$ cat config.mk
export PLATFORM = sky130hd
export DESIGN_NAME = counter_period_ctl
export DESIGN_NICKNAME = d
export VERILOG_FILES = /design/src/rtl/counter_period_ctl.sv
export SDC_FILE = /design/constraint.sdc
export NUM_CORES = 1
export LEC_CHECK = 0
export ABC_CLOCK_PERIOD_IN_PS = 2800
export BUFFER_PORTS_ARGS = -buffer_cell sky130_fd_sc_hd__buf_2
export CAP_MARGIN = 20
export CORE_UTILIZATION = 49
export CTS_CLUSTER_DIAMETER = 100
export DETAILED_ROUTE_END_ITERATION = 8
export GPL_TIMING_DRIVEN = 0
export PLACE_DENSITY = 0.76
export SKIP_LAST_GASP = 1
export SLEW_MARGIN = 10
export SYNTH_ARGS = -nofsm -noshare
export SYNTH_HDL_FRONTEND = slang
export SYNTH_SLANG_ARGS = --single-unit
$ cat constraint.sdc
create_clock -name clk -period 2.8 [get_ports clk]
set_clock_uncertainty 0.2 [all_clocks]
set_input_delay 0.42 -clock clk [delete_from_list [all_inputs] [get_ports clk]]
set_output_delay 0.42 -clock clk [all_outputs]
set_load 0.01 [all_outputs]
$ cat src/rtl/counter_period_ctl.sv
// Period/duty control stage for counter_last: buffers one pending period/duty setting
// and commits it only at a counter wrap; drives a registered PWM from cnt and the active duty.
module counter_period_ctl #(
    parameter int unsigned      WIDTH   = 4,
    parameter logic [WIDTH-1:0] RST_MAX = {WIDTH{1'b1}},
    parameter logic [WIDTH:0]   RST_DTY = '0
) (
    input  logic             clk,
    input  logic             rst,
    input  logic             ena,
    input  logic [WIDTH-1:0] cnt,
    input  logic             pls,
    input  logic             cfg_vld,
    output logic             cfg_rdy,
    input  logic [WIDTH-1:0] cfg_max,
    input  logic [WIDTH:0]   cfg_dty,
    output logic [WIDTH-1:0] max,
    output logic [WIDTH:0]   dty,
    output logic             pwm,
    output logic             upd
);

    typedef enum logic {
        ST_EMPTY   = 1'b0,
        ST_PENDING = 1'b1
    } buf_state_e;

    buf_state_e       r_state;
    buf_state_e       w_state_nxt;
    logic             w_xfer;
    logic             w_apply;
    logic             w_pwm_nxt;

    logic [WIDTH-1:0] r_max;
    logic [WIDTH:0]   r_dty;
    logic [WIDTH-1:0] r_pnd_max;
    logic [WIDTH:0]   r_pnd_dty;
    logic             r_pwm;
    logic             r_upd;

    // Ready depends only on the buffer state, so a transfer and a commit never share a cycle.
    assign cfg_rdy   = (r_state == ST_EMPTY);
    assign w_xfer    = cfg_vld & cfg_rdy;
    assign w_apply   = ena & pls & (r_state == ST_PENDING);
    assign w_pwm_nxt = ({1'b0, cnt} < r_dty);

    always_comb begin
        // NOTE: default first so every path assigns w_state_nxt and no latch is inferred.
        w_state_nxt = r_state;
        case (r_state)
            ST_EMPTY:   if (w_xfer)  w_state_nxt = ST_PENDING;
            ST_PENDING: if (w_apply) w_state_nxt = ST_EMPTY;
            default:                 w_state_nxt = ST_EMPTY;
        endcase
    end

    always_ff @(posedge clk) begin
        if (rst) begin
            r_state   <= ST_EMPTY;
            r_max     <= RST_MAX;
            r_dty     <= RST_DTY;
            r_pnd_max <= '0;
            r_pnd_dty <= '0;
            r_pwm     <= 1'b0;
            r_upd     <= 1'b0;
        end else begin
            r_state <= w_state_nxt;
            if (w_xfer) begin
                r_pnd_max <= cfg_max;
                r_pnd_dty <= cfg_dty;
            end
            // Commit on the wrap edge so the next period runs entirely on the new values.
            if (w_apply) begin
                r_max <= r_pnd_max;
                r_dty <= r_pnd_dty;
            end
            r_upd <= w_apply;
            r_pwm <= w_pwm_nxt;
        end
    end

    assign max = r_max;
    assign dty = r_dty;
    assign pwm = r_pwm;
    assign upd = r_upd;

endmodule

==> run_results.csv, run 1 <==
group,metric,value,unit
timing,hold_violations,0,
detailed_routing,wl_per_cell,11.6,um
floorplan,core,1380,um^2
detailed_routing,via_per_inst,5.17,
timing,fin_setup_tns,0,ns
floorplan,dieArea,1750,um^2
yosys,ys_seq_area_share,54.2,%
clock_network,clock_path_buffers,2,
critical_path,start_kind,"flop",
yosys,synth_compound_area_share,18.7,%
detailed_routing,ant_nets,0,
placement,dp.cells,127,
detailed_routing,vias,677,
critical_path,crit_slowest_cell,"dfxtp_1",
global_routing,antenna_found_initial,0,
critical_path,path_max_fanout,6,
yosys,synth-simple-area-share,16.9,%
yosys,syn_inst,83,
yosys,muxShareOfSynthArea,0,%
timing,whs,0.141,ns
global_routing,grt-busiest-layer,"met2",
layout,insertedDiodeCount,0,
timing,slew_headroom,68.4,%
timing,min_period,1.55,ns
timing,rsz0062_at_grt,"false",
global_routing,use_met2,36.6,%
clock_network,clk_latency,0.30,ns
outcome,status,"completed",
yosys,postSynthNetCount,104,
yosys,netlist_area,776,um^2
yosys,syn_avg_cell_area,9.35,um^2
layout,nFillCells,116,
placement,portBuffers,29,
layout,syn_to_final_growth,24.7,%
yosys,synth_top_family_by_area,"compound AO/OA/AOI/OAI gates",
critical_path,arrival,0.93,ns
floorplan,placementRows,13,
yosys,yosysUniqueCellTypes,20,
yosys,synth-xor-area-share,0,%
layout,post-route-util,70.0,%
global_routing,use_met3,5.65,%
layout,finalInstanceArea,967,um^2
power_and_ir_drop,leakage,0.435,nW
clock_network,clkSinkCount,21,
power_and_ir_drop,finalPower,517,uW
clock_network,ctsHtreeMaxLevel,1,
clock_network,cts_buffers,3,
global_routing,grt_max_degree,13,
global_routing,grt_usage,19.9,%
placement,place_area,940,um^2
timing,finalWorstSetupSlack,1.25,ns
yosys,synthAdderAreaFrac,4.84,%
timing,drv_slew,0,
clock_network,path_clk_slew,0.11,ns
clock_network,cts_hold_buf,0,
timing,max_freq,0.644,GHz
detailed_routing,dr.pass1.iters,4,
critical_path,crit_chain,"inv_1 > buf_2",
global_routing,grt.met1_usage,21.2,%
global_routing,grt_pass1_wl,2640,um
yosys,yosysWarnings,0,
clock_network,clockRootBuffer,"clkbuf_4",
min_path,min_path_type,"in -> reg",
floorplan,start_util,56.1,%
placement,gp_congestion,0.774,
yosys,ys_seq_elements,21,
critical_path,end_kind,"output port",
critical_path,cp.required,2.18,ns
power_and_ir_drop,p_per_area,535,nW/um^2
layout,drive_gt1_share,32.8,%
detailed_routing,drt_iter0_drc,7,
floorplan,die_w,41.8,um
layout,finalNonFillerCells,131,
global_routing,overflow,0,
floorplan,dieHeight,41.8,um
clock_network,post_cts_resized,0,
critical_path,crit_type,"reg -> out",
timing,post-route-period-util,55.5,%
global_routing,first_global_vias,636,
clock_network,cts_tree,"yes",
power_and_ir_drop,vdd_drop_max,0.000327,V
timing,tightest_slew,0.472,ns
layout,fin_nets,138,
critical_path,cpPeakStageDelay,0.45,ns
timing,setup_viol,0,
clock_network,postCtsSetupBuffers,0,
detailed_routing,drc_errors,0,
detailed_routing,wl,1520,um
flow_run,maxCapViolCount,0,
placement,place_hpwl,1190,um
floorplan,ios,30,
placement,pre_cts_slack,1.32,ns
## placed cells by master (no fill, tap or decap)
| cell | count |
|---|---|
| clkinv_2 | 1 |
| dfxtp_1 | 21 |
| nand3_1 | 1 |
| nand3_2 | 1 |
| clkbuf_4 | 3 |
| or2_4 | 1 |
| ha_1 | 3 |
| a31oi_1 | 1 |
| nor3_1 | 1 |
| buf_2 | 30 |
| inv_1 | 5 |
| nor2_1 | 2 |
| clkbuf_2 | 1 |
| nor2b_1 | 1 |
| o22a_1 | 4 |
| nand2b_1 | 2 |
| nand2_1 | 18 |
| clkbuf_1 | 1 |
| a21oi_1 | 12 |
| nand4b_1 | 1 |
| a22o_1 | 5 |
| clkinv_4 | 1 |
## logic make-up (layout without fill, tap and decap cells)
logic type,Yosys count,count (layout)
and+or+nand+nor,28,28
AOI/OAI and AO/OA,22,22
DFF,21,21
buffers and inverters,9,42
adders and majority gates,3,3
## worst max-delay path, delay by kind of cell, from the launching register on
| kind | cells | cell delay (ns) |
|---|---|---|
| buffers and inverters | 2 | 0.20 |
| flip-flops | 1 | 0.45 |
## metal layers
metal  part of all wire, %  routed length (um)
met5                     0                   0
met4                  0.99                  15
met3                   4.7                  71
met2                    55                 832
met1                    39                 599
## final timing paths
path | start | endpoint | slack [ns] | cells past startpoint
max | r_state$_SDFF_PP0_ | cfg_rdy | 1.25 | 2
min | cfg_max[0] | r_pnd_max[0]$_SDFFE_PP0P_ | 0.14 | 3
max reg2reg | dty[3]$_SDFFE_PP0P_ | pwm$_SDFF_PP0_ | 1.47 | 5
min reg2reg | r_pnd_max[2]$_SDFFE_PP0P_ | r_pnd_max[2]$_SDFFE_PP0P_ | 0.26 | 2
## report_power, final
group,switching [mW],internal (mW)
clock network,0.0861,0.0532
registers,0.00758,0.312
logic,0.0311,0.0276
total,0.125,0.393
## cell usage after synthesis
| library cell | n | share of area, % |
|---|---|---|
| nand4b_1 | 1 | 1.1 |
| or2_4 | 1 | 1.1 |
| ha_1 | 3 | 4.8 |
| inv_1 | 5 | 2.4 |
| nand2_1 | 18 | 8.7 |
| o22a_1 | 4 | 4.5 |
| nand3_2 | 1 | 1.3 |
| clkbuf_2 | 1 | 0.64 |
| a22o_1 | 5 | 5.6 |
| nor3_1 | 1 | 0.64 |
| nand3_1 | 1 | 0.64 |
| nand2b_1 | 2 | 1.6 |
| clkinv_4 | 1 | 1.1 |
| dfxtp_1 | 21 | 54 |
| nor2_1 | 2 | 0.97 |
| a31oi_1 | 1 | 0.81 |
| clkbuf_1 | 1 | 0.48 |
| buf_2 | 1 | 0.64 |
| a21oi_1 | 12 | 7.7 |
| nor2b_1 | 1 | 0.81 |
## final cells by class
type	count	area, um^2	share of cell area [%]
sequential	21	420	43.5
clock inverter	1	5.00	0.517
multi-input combinational	53	314	32.5
timing repair buffer	29	145	15.0
inverter	6	27.5	2.85
buffer	3	13.8	1.42
tap	15	18.8	1.94
clock buffer	3	22.5	2.33
## flip-flops by register name, indices dropped and copies added (netlist names)
register / cells
upd: 1
r_pnd_max: 4
dty: 5
r_pnd_dty: 5
max: 4
r_state: 1
pwm: 1
No activity file was read; power rests on OpenSTA's default activity.
==> run 2, diff against run 1 <==
ABC_AREA = 1   (was not set)
ABC_CLOCK_PERIOD_IN_PS = 1400   (was 2800)
CORE_UTILIZATION = 42   (was 49)
PLACE_DENSITY = 0.68   (was 0.76)
clock period = 1.4 ns   (was 2.8 ns; I/O delays follow)
==> run_results.csv, run 2 <==
group,metric,value,unit
yosys,netlist_area,840,um^2
layout,nFillCells,164,
clock_network,ctsHtreeMaxLevel,1,
yosys,ys_seq_area_share,50.1,%
min_path,min_path_type,"in -> reg",
critical_path,end_kind,"flop",
timing,slew_headroom,89.8,%
yosys,yosysMostFrequentCell,"nand2_1",
power_and_ir_drop,vdd_drop_max,0.000605,V
detailed_routing,wl_per_cell,9.64,um
layout,layout_common_cells,"buf_2, nand2_1, nor2_1, dfxtp_1, dlygate4sd3_1",
floorplan,core,1800,um^2
power_and_ir_drop,finalPower,1.10,mW
global_routing,antenna_found_initial,0,
detailed_routing,drc_errors,0,
floorplan,ios,30,
critical_path,crit_type,"in -> reg",
power_and_ir_drop,p_per_area,947,nW/um^2
timing,post-route-period-util,95.3,%
clock_network,postCtsSetupBuffers,0,
detailed_routing,wl,1710,um
clock_network,cts_tree,"yes",
clock_network,path_clk_slew,0.11,ns
global_routing,first_global_vias,715,
timing,setup_viol,0,
yosys,yosys.area.top_type_share,50.1,%
yosys,yosys_most_used_dff,"dfxtp_1",
layout,insertedDiodeCount,0,
detailed_routing,dr.pass1.iters,4,
floorplan,start_util,46.6,%
floorplan,placementRows,15,
layout,fin_nets,174,
yosys,postSynthNetCount,128,
global_routing,grt_usage,18.8,%
global_routing,grt_max_degree,12,
timing,rsz0062_at_grt,"false",
flow_run,maxCapViolCount,0,
floorplan,die_w,46.7,um
yosys,yosysUniqueCellTypes,15,
layout,mostFrequentLayoutCell,"buf_2",
clock_network,clk_latency,0.30,ns
detailed_routing,vias,799,
clock_network,clockRootBuffer,"clkbuf_4",
timing,min_period,1.33,ns
critical_path,cp.required,1.40,ns
clock_network,cts_buffers,3,
layout,drive_gt1_share,27.0,%
yosys,synth-edff-count,0,
critical_path,start_kind,"input pin",
critical_path,path_delay_family,"buffers and inverters",
critical_path,arrival,1.34,ns
outcome,status,"completed",
timing,max_freq,0.749,GHz
floorplan,dieHeight,46.7,um
detailed_routing,ant_nets,0,
floorplan,dieArea,2180,um^2
placement,gp_congestion,0.670,
detailed_routing,via_per_inst,4.51,
clock_network,clkSinkCount,21,
placement,portBuffers,29,
critical_path,crit_slowest_cell,"dlygate4sd3_1",
yosys,synth_common_cells,"nand2_1, nor2_1, dfxtp_1, nand3_1, o21ai_0",
yosys,synth_top_area_cell,"dfxtp_1",
yosys,async_reset_ff_share,0,%
yosys,syn_inst,107,
timing,hold_violations,0,
placement,place_area,1020,um^2
yosys,ys_seq_elements,21,
placement,place_hpwl,1220,um
power_and_ir_drop,leakage,0.579,nW
yosys,synth_area_leaders,"dfxtp_1, nand2_1, nor2_1",
timing,fin_setup_tns,0,ns
global_routing,overflow,0,
timing,drv_slew,0,
critical_path,crit_chain,"dlygate4sd3_1 > buf_2 > nand3_2 > buf_6 > clkinv_4 > nand2_1 > nand3_1",
critical_path,worst-path-buf-inv,4,
yosys,yosysWarnings,0,
detailed_routing,drt_iter0_drc,10,
clock_network,clock_path_buffers,2,
layout,finalInstanceArea,1160,um^2
critical_path,path_max_fanout,10,
timing,tightest_slew,0.152,ns
layout,syn_to_final_growth,38.4,%
global_routing,grt_pass1_wl,2770,um
critical_path,cpPeakStageDelay,0.54,ns
yosys,syn_avg_cell_area,7.85,um^2
## run 2: tightest hold or removal path, stage by stage
cell and delay (ns):
buf_2 0.10, nand3_2 0.11, nor2_4 0.05
## run 2: report_power, final
group,switching [mW],total [mW],leakage (nW),internal [mW]
registers,0.0175,0.648,0.172,0.631
logic,0.0801,0.164,0.392,0.0836
clock network,0.177,0.289,0.0150,0.111
## run 2: through the flow
stage	utilization (%)	setup WS (ns)	instances	hold WS (ns)
2_1_floorplan	-	0.158	107	0.0924
3_3_place_gp	56.4	0.182	161	0.235
3_5_place_dp	56.4	0.167	161	0.244
4_1_cts	64.5	0.0737	177	0.00360
5_1_grt	64.5	0.00814	177	0.0167
6_report	64.5	0.0657	177	0.00948
## run 2: final cells by class
cell class                 instances  area, um^2  area share [%]
multi-input combinational         73         348            29.9
timing repair buffer              41         265            22.8
tap                               25        31.3            2.69
sequential                        21         420            36.2
inverter                          11        46.3            3.98
buffer                             2        25.0            2.15
clock buffer                       4        26.3            2.26
## run 2: cell families after synthesis
| group | synth area share, % |
|---|---|
| compound gates | 6.56 |
| fa+ha+maj | 4.47 |
| buf+inv | 8.49 |
| flops | 50.1 |
| simple gates | 30.4 |
## run 2: path summary, 6_finish.rpt
check                                          startpoint  depth (start not counted)  slack [ns]                   to
worst max-delay path                                  pls                          7        0.07  max[1]$_SDFFE_PP1P_
worst min-delay path                                  ena                          3       0.009       upd$_SDFF_PP0_
worst max register to register        dty[3]$_SDFFE_PP0P_                          7        0.16       pwm$_SDFF_PP0_
worst min register to register  r_pnd_dty[1]$_SDFFE_PP0P_                          2        0.26  dty[1]$_SDFFE_PP0P_
## run 2: timing repair
| action | CTS | global route |
|---|---|---|
| endpoints found under the hold margin | 11 | 0 |
| hold buffers | 12 | 0 |
| resized for setup | 0 | 0 |
## run 2: per-layer routing
layer | up-vias | track usage [%] | part of all wire, % | routed length, um
met1 | 343 | 21.7 | 49 | 829
li1 | 427 | - | - | -
met4 | 0 | 13.7 | 3.3 | 57
met3 | 5 | 2.35 | 3.5 | 60
met2 | 24 | 31.7 | 45 | 760
met5 | - | 0 | 0 | 0
